### src/rtl/uartm_pkg.sv
// Shared UART definitions: receiver FSM encoding, width codes, uartm_ctl bit positions.
package uartm_pkg;

  typedef enum logic [2:0] {
    ST_IDLE,
    ST_START,
    ST_DATA,
    ST_PARITY,
    ST_STOP
  } rx_state_t;

  localparam logic [1:0] W8  = 2'b00;
  localparam logic [1:0] W16 = 2'b01;
  localparam logic [1:0] W32 = 2'b10;

  localparam int CTL_WIDTH_LSB = 0;
  localparam int CTL_PAR_EN    = 2;
  localparam int CTL_PAR_EVEN  = 3;

  function automatic logic [5:0] width_bits(input logic [1:0] code);
    case (code)
      W16:     return 6'd16;
      W32:     return 6'd32;
      default: return 6'd8;
    endcase
  endfunction

endpackage

### src/rtl/uartm_rx_sample.sv
// RX synchronizer and bit sampler; optional 2-of-3 majority vote when
// UARTM_RX_MAJORITY_EN is defined.
module uartm_rx_sample (
  input  logic hclk,
  input  logic hresetn,
  input  logic rx,
  output logic line,
  output logic line_prev,
  output logic sample_bit
);

  logic sync1;
  logic rxs;
  logic rxs_d;
  logic rxs_d2;

  always_ff @(posedge hclk or negedge hresetn) begin
    if (!hresetn) begin
      sync1  <= 1'b1;
      rxs    <= 1'b1;
      rxs_d  <= 1'b1;
      rxs_d2 <= 1'b1;
    end else begin
      sync1  <= rx;
      rxs    <= sync1;
      rxs_d  <= rxs;
      rxs_d2 <= rxs_d;
    end
  end

  // The FSM runs on rxs delayed by one so the +1 neighbour exists at the
  // sample point; both builds see the same delayed line and timing.
  assign line      = rxs_d;
  assign line_prev = rxs_d2;

`ifdef UARTM_RX_MAJORITY_EN
  assign sample_bit = (rxs & rxs_d) | (rxs & rxs_d2) | (rxs_d & rxs_d2);
`else
  assign sample_bit = rxs_d;
`endif

endmodule

### src/rtl/uartm_rx.sv
// UART receiver: start detect, data/parity/stop sampling, one-word output
// holding register with overrun detection. Build option: UARTM_RX_MAJORITY_EN.
module uartm_rx
  import uartm_pkg::*;
(
  input  logic        hclk,
  input  logic        hresetn,
  input  logic        RX,
  input  logic [31:0] uartm_baud,
  input  logic [31:0] uartm_ctl,
  output logic [31:0] rx_data,
  output logic        rx_valid,
  input  logic        rx_ready,
  output logic        parity_err,
  output logic        frame_err,
  output logic        overrun_err
);

  rx_state_t   state_q, state_nxt;
  logic [31:0] cnt_q;
  logic [31:0] baud_q;
  logic [3:0]  ctl_q;
  logic [5:0]  bit_cnt_q;
  logic [5:0]  n_bits;
  logic [31:0] shreg_q;
  logic        par_err_q;
  logic        stop_low_q;

  logic line, line_prev, sample_bit;
  logic tick, frame_go, cnt_run, shift_en, par_en, stop_en;

  logic unused_ctl;
  assign unused_ctl = ^uartm_ctl[31:4];

  uartm_rx_sample u_sample (
    .hclk       (hclk),
    .hresetn    (hresetn),
    .rx         (RX),
    .line       (line),
    .line_prev  (line_prev),
    .sample_bit (sample_bit)
  );

  assign n_bits = width_bits(ctl_q[CTL_WIDTH_LSB +: 2]);
  assign tick   = (cnt_q == 32'd0);

  always_ff @(posedge hclk or negedge hresetn) begin
    if (!hresetn) state_q <= ST_IDLE;
    else          state_q <= state_nxt;
  end

  always_comb begin
    state_nxt = state_q;
    frame_go  = 1'b0;
    cnt_run   = 1'b0;
    shift_en  = 1'b0;
    par_en    = 1'b0;
    stop_en   = 1'b0;
    case (state_q)
      ST_IDLE: begin
        if (line_prev && !line) begin
          frame_go  = 1'b1;
          state_nxt = ST_START;
        end
      end
      ST_START: begin
        cnt_run = 1'b1;
        if (tick) state_nxt = sample_bit ? ST_IDLE : ST_DATA;
      end
      ST_DATA: begin
        cnt_run = 1'b1;
        if (tick) begin
          shift_en = 1'b1;
          if (bit_cnt_q == n_bits - 6'd1)
            state_nxt = ctl_q[CTL_PAR_EN] ? ST_PARITY : ST_STOP;
        end
      end
      ST_PARITY: begin
        cnt_run = 1'b1;
        if (tick) begin
          par_en    = 1'b1;
          state_nxt = ST_STOP;
        end
      end
      ST_STOP: begin
        // A low stop bit parks here until the line idles again.
        if (stop_low_q) begin
          if (line) state_nxt = ST_IDLE;
        end else begin
          cnt_run = 1'b1;
          if (tick) begin
            stop_en = 1'b1;
            if (sample_bit) state_nxt = ST_IDLE;
          end
        end
      end
      default: state_nxt = ST_IDLE;
    endcase
  end

  always_ff @(posedge hclk or negedge hresetn) begin
    if (!hresetn) begin
      cnt_q      <= '0;
      baud_q     <= '0;
      ctl_q      <= '0;
      bit_cnt_q  <= '0;
      shreg_q    <= '0;
      par_err_q  <= 1'b0;
      stop_low_q <= 1'b0;
    end else begin
      if (frame_go) begin
        baud_q     <= uartm_baud;
        ctl_q      <= uartm_ctl[3:0];
        cnt_q      <= uartm_baud >> 1;
        bit_cnt_q  <= '0;
        shreg_q    <= '0;
        par_err_q  <= 1'b0;
        stop_low_q <= 1'b0;
      end else if (cnt_run) begin
        cnt_q <= tick ? baud_q : cnt_q - 32'd1;
      end
      if (shift_en) begin
        shreg_q[bit_cnt_q[4:0]] <= sample_bit;
        bit_cnt_q               <= bit_cnt_q + 6'd1;
      end
      if (par_en)
        par_err_q <= (sample_bit != ~(^shreg_q ^ ctl_q[CTL_PAR_EVEN]));
      if (stop_en && !sample_bit)
        stop_low_q <= 1'b1;
    end
  end

  always_ff @(posedge hclk or negedge hresetn) begin
    if (!hresetn) begin
      rx_data     <= '0;
      rx_valid    <= 1'b0;
      parity_err  <= 1'b0;
      frame_err   <= 1'b0;
      overrun_err <= 1'b0;
    end else begin
      overrun_err <= 1'b0;
      if (stop_en) begin
        if (!rx_valid || rx_ready) begin
          rx_valid   <= 1'b1;
          rx_data    <= shreg_q;
          parity_err <= par_err_q;
          frame_err  <= !sample_bit;
        end else begin
          overrun_err <= 1'b1;
        end
      end else if (rx_valid && rx_ready) begin
        rx_valid <= 1'b0;
      end
    end
  end

endmodule

### config.mk
export PLATFORM = sky130hd
export DESIGN_NAME = uartm_rx
export DESIGN_NICKNAME = d
export VERILOG_FILES = /design/src/rtl/uartm_pkg.sv /design/src/rtl/uartm_rx_sample.sv /design/src/rtl/uartm_rx.sv
export SDC_FILE = /design/constraint.sdc
export NUM_CORES = 1
export LEC_CHECK = 0
export BUFFER_PORTS_ARGS = -buffer_cell sky130_fd_sc_hd__clkbuf_2
export CORE_UTILIZATION = 60
export CTS_CLUSTER_SIZE = 40
export DETAILED_ROUTE_END_ITERATION = 10
export HOLD_SLACK_MARGIN = 0.12
export PLACE_DENSITY = 0.83
export SLEW_MARGIN = 20
export SYNTH_ARGS = -nofsm -noshare
export SYNTH_HDL_FRONTEND = slang
export SYNTH_HIERARCHICAL = 1
export SYNTH_SLANG_ARGS = --single-unit
### constraint.sdc
create_clock -name hclk -period 6.55 [get_ports hclk]
set_input_delay 0.3275 -clock hclk [delete_from_list [all_inputs] [get_ports hclk]]
set_output_delay 0.3275 -clock hclk [all_outputs]
set_load 0.02 [all_outputs]
==> impl_metrics.py, run 1 <==
metrics = {
    "status": {
        "outcome": "finished, final reports clean",
    },
    "floorplanning": {
        "start_util_pct": 61.56,
        "die_h_um": 115.8,
        "die_area_sq_um": 13410,
        "rows": 41,
        "core_area_sq_um": 12620,
        "dieWidth_um": 115.8,
        "ios": 104,
    },
    "route": {
        "drcViolationCount": 0,
        "ant_nets": 0,
        "avgRoutedWirePerCell_um": 17.96,
        "drt_iter0_drc": 427,
        "routed_wl_mm": 18.80,
        "num_vias": 6463,
        "dr.pass1.iters": 5,
        "avgViaCountPerCell": 6.173,
    },
    "layout": {
        "final_common_cell": "nand2_1",
        "area_growth_syn_to_layout_pct": 16.36,
        "layout_common_cells": "nand2_1, dfrtp_1, clkbuf_2",
        "drive_above_1_share_pct": 16.91,
        "nFillCells": 936,
        "nets": 938,
        "diodes": 0,
    },
    "clock_network": {
        "clk_pin_slew_ns": 0.06,
        "clock_sinks": 151,
        "cts.path.max_buffers": 2,
        "cts_tree": "done",
        "ctsResizeCount": 0,
        "cts_setup_buffers": 0,
        "worstSkewPairLatency_ns": 0.43,
        "htree_levels": 4,
        "root_buffer": "clkbuf_16",
        "numCtsBuffers": 17,
    },
    "logic_synthesis": {
        "syn_area_sq_um": 7769,
        "synth_seq_cells": 151,
        "synth_mux_area_share_pct": 5.460,
        "syn_avg_cell_area_sq_um": 9.859,
        "ys.flop_type": "dfrtp_1",
        "async_flop_share_pct": 100.0,
        "synth-xor-area-share_pct": 5.927,
        "yosysUniqueCellTypes": 69,
        "synthCells": 788,
        "syn_nets": 864,
        "synth_edf_count": 0,
        "yosysTopAreaCellShare_pct": 47.35,
        "yosysSeqAreaShare_pct": 48.70,
        "synth_top_family_by_area": "simple AND/OR/NAND/NOR gates",
        "synth-compound-area-share_pct": 14.09,
        "yosysTopAreaCell": "dfrtp_1",
        "synth_simple_gate_area_share_pct": 20.53,
        "synth_fa_ha_area_share_pct": 1.288,
        "synth.top_cells.by_area": "dfrtp_1, nand2_1, o211ai_1, mux2_1, xnor2_1",
        "yosysWarningCount": 6,
    },
    "timing": {
        "worst_slew_pin_slew_ns": 0.9511,
        "min_period_ns": 3.227,
        "finalCritPeriodShare_pct": 49.27,
        "fin_tns_setup_ns": 0,
        "slew_headroom_pct": 36.12,
        "finalSetupViolations": 0,
        "timing.hold.ws_ns": 0.1306,
        "fmax_mhz": 309.9,
        "drv_slew": 0,
        "finalHoldViolations": 0,
        "rsz0062_at_grt": "no",
        "clock_skew_ns": 0.006814,
    },
    "power": {
        "pwr-share-clk_pct": 32.0,
        "power_density_nw_per_um2": 362.9,
        "totalPowerFinal_mw": 3.280,
        "p_leak_nw": 4.195,
        "p_sw_share_pct": 34.87,
        "peakVddDrop_mv": 0.2854,
        "p_switching_mw": 1.144,
        "internal-power_mw": 2.136,
        "pwr-share-seq_pct": 42.5,
        "comb_power_share_pct": 25.5,
    },
    "setup_path": {
        "critPathMaxStageDelay_ns": 0.78,
        "arrival_ns": 3.55,
        "crit_chain": "nor3_1 > nand3_1 > nor4_4 > and3_1 > buf_4 > mux2_2",
        "reg2reg_from": "cnt_q[11]$_DFFE_PN0P_",
        "cp_slowest_cell": "nor4_4",
        "critPathMaxFanout": 34,
        "criticalPathCategory": "reg -> reg",
        "critPathLaunchType": "flip-flop",
        "cp.required_ns": 6.87,
        "reg2reg_to": "rx_data[1]$_DFFE_PN0P_",
        "cp-end-kind": "flip-flop",
        "rrSetupSlack_ns": 3.32,
        "r2r_cells": 6,
    },
    "placement": {
        "place_congestion": 0.8799,
        "hpwl_mm": 12.04,
        "port_buffers": 75,
    },
    "min_path": {
        "hp-start": "uartm_baud[5]",
        "holdPathStages": 3,
        "hold_end": "baud_q[5]$_DFFE_PN0P_",
        "hp-class": "in -> reg",
    },
    "global_routing": {
        "grt.overflow.total": 0,
        "grt_antenna_before_repair": 0,
        "grt_pass1_wl_mm": 31.13,
        "grt_start_max_net_pins": 87,
        "grt_use_total_pct": 30.23,
        "grt_pass1_vias": 6559,
    },
    "run": {
        "drv_cap": 0,
    },
}
==> flip-flops by register name, indices dropped and copies added (netlist names), 3 cells and up <==
name,count
bit_cnt_q,6
rx_data,32
state_q,3
cnt_q,32
baud_q,32
ctl_q,4
shreg_q,32
==> critical path: cells and delay by family (launching register included) <==
kind,cells,cell delay [ns]
buf+inv,1,0.40
mux,1,0.40
flops,1,0.46
simple gates,4,1.83
==> through the flow <==
step           utilization [%]  instance area [sq um]  std cells  setup slack, ns
3_5_place_dp             64.73                   8169        991            3.351
4_1_cts                  71.63                   9040       1047            3.345
3_3_place_gp             64.73                   8169        991            3.364
5_1_grt                  71.63                   9040       1047            3.041
6_report                 71.63                   9040       1047            3.323
2_1_floorplan                -                   7769        788            4.261
==> kinds of logic after synthesis <==
family                     after synthesis
buffers and inverters                   65
DFF                                    151
muxes                                   38
adders and majority gates                8
AOI/OAI and AO/OA                      157
and+or+nand+nor                        318
xor gates and xnor gates                51
==> Yosys cell counts (all sizes together), types with 3 or more instances <==
library cell	n
o21ai	27
mux2	35
a211oi	4
o31ai	20
nor4	14
and3	3
mux2i	3
nand3	24
nand2	157
o211ai	49
dfrtp	147
nand3b	4
a21oi	12
nand4	30
inv	14
a31oi	16
xor2	14
buf	15
nor2	49
or3	5
o311ai	4
xnor2	36
dfstp	4
clkbuf	36
nor3	18
ha	8
==> power groups by stage <==
stage          logic (mW)  registers, mW  clock network (mW)
5_1_grt             0.943           1.42                1.10
2_1_floorplan       0.673           1.31                   0
3_5_place_dp        0.812           1.40                   0
6_report            0.838           1.39                1.05
3_3_place_gp        0.767           1.38                   0
4_1_cts             0.833           1.39                1.06
==> area by class of cell <==
type                            count  area (sq um)  area share [%]
Sequential cell                   151          3784           41.85
Multi-Input combinational cell    572          3684           40.75
Timing Repair Buffer              106         674.4           7.460
Clock buffer                       20         456.7           5.052
Tap cell                          172         215.2           2.381
Clock inverter                     12         173.9           1.924
Inverter                           14         52.55          0.5813
==> layer usage <==
metal / vias to the layer above / wire length [um] / track usage (%) / part of all wire [%]
met4: 0 / 543 / 15.04 / 2.9
met1: 3210 / 7628 / 34.95 / 41
li1: 2983 / - / - / -
met3: 55 / 778 / 6.381 / 4.1
met2: 215 / 9851 / 53.21 / 52
met5: - / 0 / 0 / 0
==> repair_timing <==
action	4_1_cts	5_1_grt
endpoints found under the setup margin	0	0
hold buffers	24	0
hold endpoints to repair	107	0
==> worst max-delay path by stage <==
stage                                startpoint  cells after the start                      end
after detailed placement  cnt_q[11]$_DFFE_PN0P_                      6   rx_data[1]$_DFFE_PN0P_
after global routing      cnt_q[11]$_DFFE_PN0P_                      6   rx_data[1]$_DFFE_PN0P_
after floorplan           cnt_q[14]$_DFFE_PN0P_                      7  rx_data[22]$_DFFE_PN0P_
after global placement    cnt_q[11]$_DFFE_PN0P_                      6   rx_data[1]$_DFFE_PN0P_
final                     cnt_q[11]$_DFFE_PN0P_                      6   rx_data[1]$_DFFE_PN0P_
after CTS                 cnt_q[11]$_DFFE_PN0P_                      6   rx_data[1]$_DFFE_PN0P_
(Power assumes the default switching activity.)
==> inputs of run 2 (changes only) <==
--- a/config.mk
+++ b/config.mk
@@ -6,11 +6,11 @@
 export NUM_CORES = 1
 export LEC_CHECK = 0
 export BUFFER_PORTS_ARGS = -buffer_cell sky130_fd_sc_hd__clkbuf_2
-export CORE_UTILIZATION = 60
+export CORE_UTILIZATION = 58
 export CTS_CLUSTER_SIZE = 40
 export DETAILED_ROUTE_END_ITERATION = 10
 export HOLD_SLACK_MARGIN = 0.12
-export PLACE_DENSITY = 0.83
+export PLACE_DENSITY = 0.8
 export SLEW_MARGIN = 20
 export SYNTH_ARGS = -nofsm -noshare
 export SYNTH_HDL_FRONTEND = slang
==> constraint.sdc (replaced) <==
create_clock -name hclk -period 3.1 [get_ports hclk]
set_input_delay 0.155 -clock hclk [delete_from_list [all_inputs] [get_ports hclk]]
set_output_delay 0.155 -clock hclk [all_outputs]
set_load 0.02 [all_outputs]
==> run 2 against run 1 <==
Effect of this change: flip-flop and latch count stayed put; via count grew 2.4%; cell area grew 2.5%; die area increased by 3.4%; utilization rose by 0.60 points; sequential power increased by 110%; worst setup slack worse by 3.0 ns; final cell count up 2.7%; combinational power is 120% higher; critical path type unchanged.
==> impl_metrics.py, run 2 (same netlist as run 1, synthesis figures left out) <==
metrics = {
    "global_routing": {
        "grt_use_total_pct": 30.06,
        "grt_antenna_before_repair": 0,
        "grt.overflow.total": 0,
        "grt_start_max_net_pins": 92,
        "grt_pass1_wl_mm": 32.85,
        "grt_pass1_vias": 6771,
    },
    "clock_network": {
        "numCtsBuffers": 17,
        "root_buffer": "clkbuf_16",
        "clock_sinks": 151,
        "cts_setup_buffers": 0,
        "clk_pin_slew_ns": 0.06,
        "hold_buffers": 39,
        "htree_levels": 4,
        "ctsResizeCount": 0,
        "worstSkewPairLatency_ns": 0.43,
        "cts.path.max_buffers": 2,
        "cts_tree": "done",
    },
    "timing": {
        "worst_slew_pin_slew_ns": 0.7731,
        "clock_skew_ns": 0.005077,
        "finalHoldViolations": 0,
        "min_period_ns": 2.729,
        "slew_headroom_pct": 48.46,
        "fmax_mhz": 366.4,
        "finalCritPeriodShare_pct": 88.04,
        "finalSetupViolations": 0,
        "drv_slew": 0,
        "rsz0062_at_grt": "no",
        "timing.hold.ws_ns": 0.2629,
        "fin_tns_setup_ns": 0,
    },
    "route": {
        "ant_nets": 0,
        "avgRoutedWirePerCell_um": 18.21,
        "drcViolationCount": 0,
        "avgViaCountPerCell": 6.154,
        "routed_wl_mm": 19.57,
        "dr.pass1.iters": 5,
        "num_vias": 6616,
        "drt_iter0_drc": 461,
    },
    "placement": {
        "hpwl_mm": 12.40,
        "place_congestion": 0.9164,
        "port_buffers": 75,
    },
    "floorplanning": {
        "start_util_pct": 60.58,
        "core_area_sq_um": 12820,
        "rows": 41,
        "dieWidth_um": 117.7,
        "die_h_um": 117.7,
        "ios": 104,
        "die_area_sq_um": 13860,
    },
    "min_path": {
        "hp-class": "in -> async",
    },
    "run": {
        "drv_cap": 0,
    },
    "setup_path": {
        "critPathLaunchType": "flip-flop",
        "cp.required_ns": 3.39,
        "criticalPathCategory": "reg -> reg",
        "arrival_ns": 3.02,
        "cp-end-kind": "flip-flop",
        "rrSetupSlack_ns": 0.37,
        "critPathMaxFanout": 12,
    },
    "layout": {
        "layout_common_cells": "nand2_1, dfrtp_1, clkbuf_2",
        "drive_above_1_share_pct": 17.72,
        "nets": 966,
        "area_growth_syn_to_layout_pct": 19.25,
        "nFillCells": 934,
        "diodes": 0,
        "final_util_pct": 72.23,
        "final_common_cell": "nand2_1",
    },
    "power": {
        "peakVddDrop_mv": 0.5104,
        "p_leak_nw": 4.303,
        "totalPowerFinal_mw": 6.854,
        "power_density_nw_per_um2": 739.9,
    },
    "status": {
        "outcome": "finished, final reports clean",
    },
}
==> run 2: cell count changes in the layout (fill, tap and decap cells not counted), sizes merged <==
cell         before  now
clkinv            3    2
clkbuf           94   96
clkinvlp          4    5
buf               8   21
dlygate4sd3      24   39
bufinv            4    2
==> run 2: final timing paths <==
check | startpoint | end | cells past startpoint
worst max-delay path | cnt_q[15]$_DFFE_PN0P_ | shreg_q[16]$_DFF_PN0_ | 6
worst min-delay path | hresetn | rx_data[24]$_DFFE_PN0P_ | 2
worst max register to register | cnt_q[15]$_DFFE_PN0P_ | shreg_q[16]$_DFF_PN0_ | 6
worst min register to register | u_sample/rxs$_DFF_PN1_ | u_sample/line$_DFF_PN1_ | 0
max in group asynchronous | hresetn | u_sample/line_prev$_DFF_PN1_ | 3
min in group hclk | u_sample/rxs$_DFF_PN1_ | u_sample/line$_DFF_PN1_ | 0
==> run 2: power breakdown <==
part	internal (mW)	switching, mW
Combinational	0.764	1.10
Clock	1.25	0.825
Sequential	2.42	0.499
==> run 2: cell type report <==
| cell class | count | area [sq um] | share of cell area (%) |
|---|---|---|---|
| tap | 172 | 215.2 | 2.323 |
| multi-input combinational | 572 | 3684 | 39.76 |
| inverter | 14 | 52.55 | 0.5673 |
| sequential | 151 | 3784 | 40.84 |
| clock inverter | 10 | 120.1 | 1.297 |
| timing repair buffer | 134 | 934.6 | 10.09 |
| clock buffer | 22 | 474.2 | 5.119 |
==> run 2: worst max-delay path, stage by stage, from the launching register on <==
cell and delay [ns]:
dfrtp_1 0.46, nor4_4 0.43, nand4_4 0.22, nor4_4 0.56
nand4_2 0.46, o211ai_1 0.35, o31ai_1 0.11
==> run 2: stage by stage <==
stage	area (sq um)	std cells	worst slack (ns)
2_1_floorplan	7769	788	0.8109
3_3_place_gp	8279	1004	0.5993
3_5_place_dp	8279	1004	0.4046
4_1_cts	9264	1075	0.3786
5_1_grt	9264	1075	0.1996
6_report	9264	1075	0.3709
==> run 2: layer usage <==
metal / share of wire [%] / GRT usage, % / up-vias
li1: - / - / 3031
met1: 38 / 34.58 / 3250
met2: 53 / 52.39 / 277
met3: 5.9 / 6.928 / 58
met4: 3.0 / 15.06 / 0
met5: 0 / 0 / -
==> inputs of run 3 (changes only) <==
--- a/config.mk
+++ b/config.mk
@@ -5,12 +5,12 @@
 export SDC_FILE = /design/constraint.sdc
 export NUM_CORES = 1
 export LEC_CHECK = 0
-export BUFFER_PORTS_ARGS = -buffer_cell sky130_fd_sc_hd__clkbuf_2
-export CORE_UTILIZATION = 58
+export CORE_UTILIZATION = 60
 export CTS_CLUSTER_SIZE = 40
 export DETAILED_ROUTE_END_ITERATION = 10
+export DONT_BUFFER_PORTS = 1
 export HOLD_SLACK_MARGIN = 0.12
-export PLACE_DENSITY = 0.8
+export PLACE_DENSITY = 0.76
 export SLEW_MARGIN = 20
 export SYNTH_ARGS = -nofsm -noshare
 export SYNTH_HDL_FRONTEND = slang
==> run 3 against run 2 <==
Effect of this change: the flow now finishes with violations (negative hold slack); sequential power is essentially flat; fmax shrank 3.6%; total power grew 0.67%; clock power grew 8%; critical endpoint is now shreg_q[28]$_DFF_PN0_.
==> impl_metrics.py, run 3 (same netlist as run 1, synthesis figures left out) <==
metrics = {
    "status": {
        "outcome": "finished with violations",
        "violations": "negative hold slack",
    },
    "floorplanning": {
        "core_area_sq_um": 12620,
        "die_h_um": 115.8,
        "start_util_pct": 61.56,
        "rows": 41,
        "dieWidth_um": 115.8,
        "ios": 104,
        "die_area_sq_um": 13410,
    },
    "timing": {
        "finalCritPeriodShare_pct": 91.29,
        "finalHoldViolations": 151,
        "fin_ws_ns": 0.2701,
        "fmax_mhz": 353.4,
        "drv_slew": 0,
        "finalSetupViolations": 0,
        "timing.hold.ws_ns": -0.5777,
        "clock_skew_ns": 0.009550,
        "worst_slew_pin_slew_ns": 0.7766,
        "min_period_ns": 2.830,
        "slew_headroom_pct": 48.23,
        "fin_tns_setup_ns": 0,
        "rsz0062_at_grt": "no",
    },
    "route": {
        "drcViolationCount": 0,
        "met1Wirelength_mm": 7.465,
        "num_vias": 6101,
        "dr.pass1.iters": 6,
        "routed_wl_mm": 18.10,
        "route.met2.wl_mm": 9.434,
        "top_layer": "met4",
        "avgViaCountPerCell": 6.144,
        "avgRoutedWirePerCell_um": 18.22,
        "wl_met3_um": 711,
        "drt_iter0_drc": 525,
        "ant_nets": 0,
    },
    "placement": {
        "hpwl_mm": 11.51,
        "post-place-ws_ns": 0.3761,
        "port_buffers": 0,
        "place_congestion": 0.8859,
    },
    "setup_path": {
        "crit_chain": "nor4_4 > nand4_4 > nor4_4 > nand4_2 > o211ai_1 > o31ai_1",
        "rrSetupSlack_ns": 0.27,
        "critPathMaxFanout": 12,
        "cp-end-kind": "flip-flop",
        "criticalPathCategory": "reg -> reg",
        "arrival_ns": 3.11,
        "critPathMaxStageDelay_ns": 0.60,
        "cp.required_ns": 3.38,
        "cp_slowest_cell": "nor4_4",
        "cp_common_cell": "nor4_4",
        "reg2reg_from": "cnt_q[14]$_DFFE_PN0P_",
        "critPathLaunchType": "flip-flop",
        "crit_path_start": "cnt_q[14]$_DFFE_PN0P_",
        "reg2reg_to": "shreg_q[28]$_DFF_PN0_",
        "r2r_cells": 6,
    },
    "layout": {
        "area_growth_syn_to_layout_pct": 14.22,
        "diodes": 0,
        "nets": 884,
        "layout_common_cells": "nand2_1, dfrtp_1, o211ai_1",
        "regArea_sq_um": 3784,
        "drive_above_1_share_pct": 9.744,
        "nFillCells": 978,
        "multi_input_area_sq_um": 3684,
        "final_common_cell": "nand2_1",
    },
    "power": {
        "peakVddDrop_mv": 0.5048,
        "totalPowerFinal_mw": 6.900,
        "power_density_nw_per_um2": 777.6,
        "p_leak_nw": 3.973,
    },
    "clock_network": {
        "ctsResizeCount": 0,
        "root_buffer": "clkbuf_16",
        "htree_levels": 4,
        "hold_buffers": 38,
        "cts.path.max_buffers": 2,
        "clk_pin_slew_ns": 0.06,
        "numCtsBuffers": 17,
        "cts_setup_buffers": 0,
        "cts_tree": "done",
        "clock_sinks": 151,
        "worstSkewPairLatency_ns": 0.43,
    },
    "run": {
        "drv_cap": 0,
    },
    "min_path": {
        "hp-class": "in -> async",
    },
    "global_routing": {
        "grt_start_max_net_pins": 152,
        "grt_pass1_wl_mm": 29.71,
        "grt_pass1_vias": 6044,
        "grt_use_total_pct": 29.02,
        "grt.overflow.total": 0,
        "grt_antenna_before_repair": 0,
    },
}
run 3: cell types whose count changed in the layout (fill, tap and decap cells not counted), sizes merged:
cell         before  now
inv              15   16
dlygate4sd3      39   38
clkbuf           96   21
clkinvlp          5    3
buf              21   14
bufinv            2    4
run 3: per-layer routing:
layer / global-route usage [%] / vias to the layer above
met5: 0 / -
met4: 14.62 / 0
met3: 5.021 / 39
met2: 49.64 / 189
met1: 35.45 / 3002
li1: - / 2871
run 3: stage by stage:
stage | utilization [%] | hold slack, ns | instances | cell area (sq um)
5_1_grt | 70.32 | -0.5972 | 993 | 8874
3_3_place_gp | 62.22 | -0.1368 | 923 | 7853
2_1_floorplan | - | -0.1406 | 788 | 7769
6_report | 70.32 | -0.5777 | 993 | 8874
3_5_place_dp | 62.22 | -0.1376 | 923 | 7853
4_1_cts | 70.32 | -0.5971 | 993 | 8874
run 3: where the power goes:
group / internal (mW) / total, mW / switching [mW]
Sequential: 2.42 / 2.91 / 0.490
Clock: 1.41 / 2.23 / 0.814
Combinational: 0.741 / 1.76 / 1.02
run 3: critical path, delay by kind of cell (launching register included):
family | cells | cell delay, ns
and+or+nand+nor | 4 | 1.71
AOI/OAI and AO/OA | 2 | 0.50
DFF | 1 | 0.47
run 3: worst max-delay path by stage:
stage | slack, ns | cells after the start | end
after floorplan | 0.81 | 7 | rx_data[22]$_DFFE_PN0P_
after detailed placement | 0.38 | 6 | shreg_q[29]$_DFF_PN0_
final | 0.27 | 6 | shreg_q[28]$_DFF_PN0_
after global routing | 0.10 | 6 | shreg_q[28]$_DFF_PN0_
after global placement | 0.50 | 6 | shreg_q[27]$_DFF_PN0_
after CTS | 0.31 | 6 | shreg_q[28]$_DFF_PN0_
run 3: area by class of cell:
class | count | area share (%)
Timing Repair Buffer | 52 | 5.612
Clock inverter | 11 | 1.918
Tap cell | 172 | 2.425
Multi-Input combinational cell | 572 | 41.51
Clock buffer | 21 | 5.302
Inverter | 14 | 0.5922
Sequential cell | 151 | 42.64
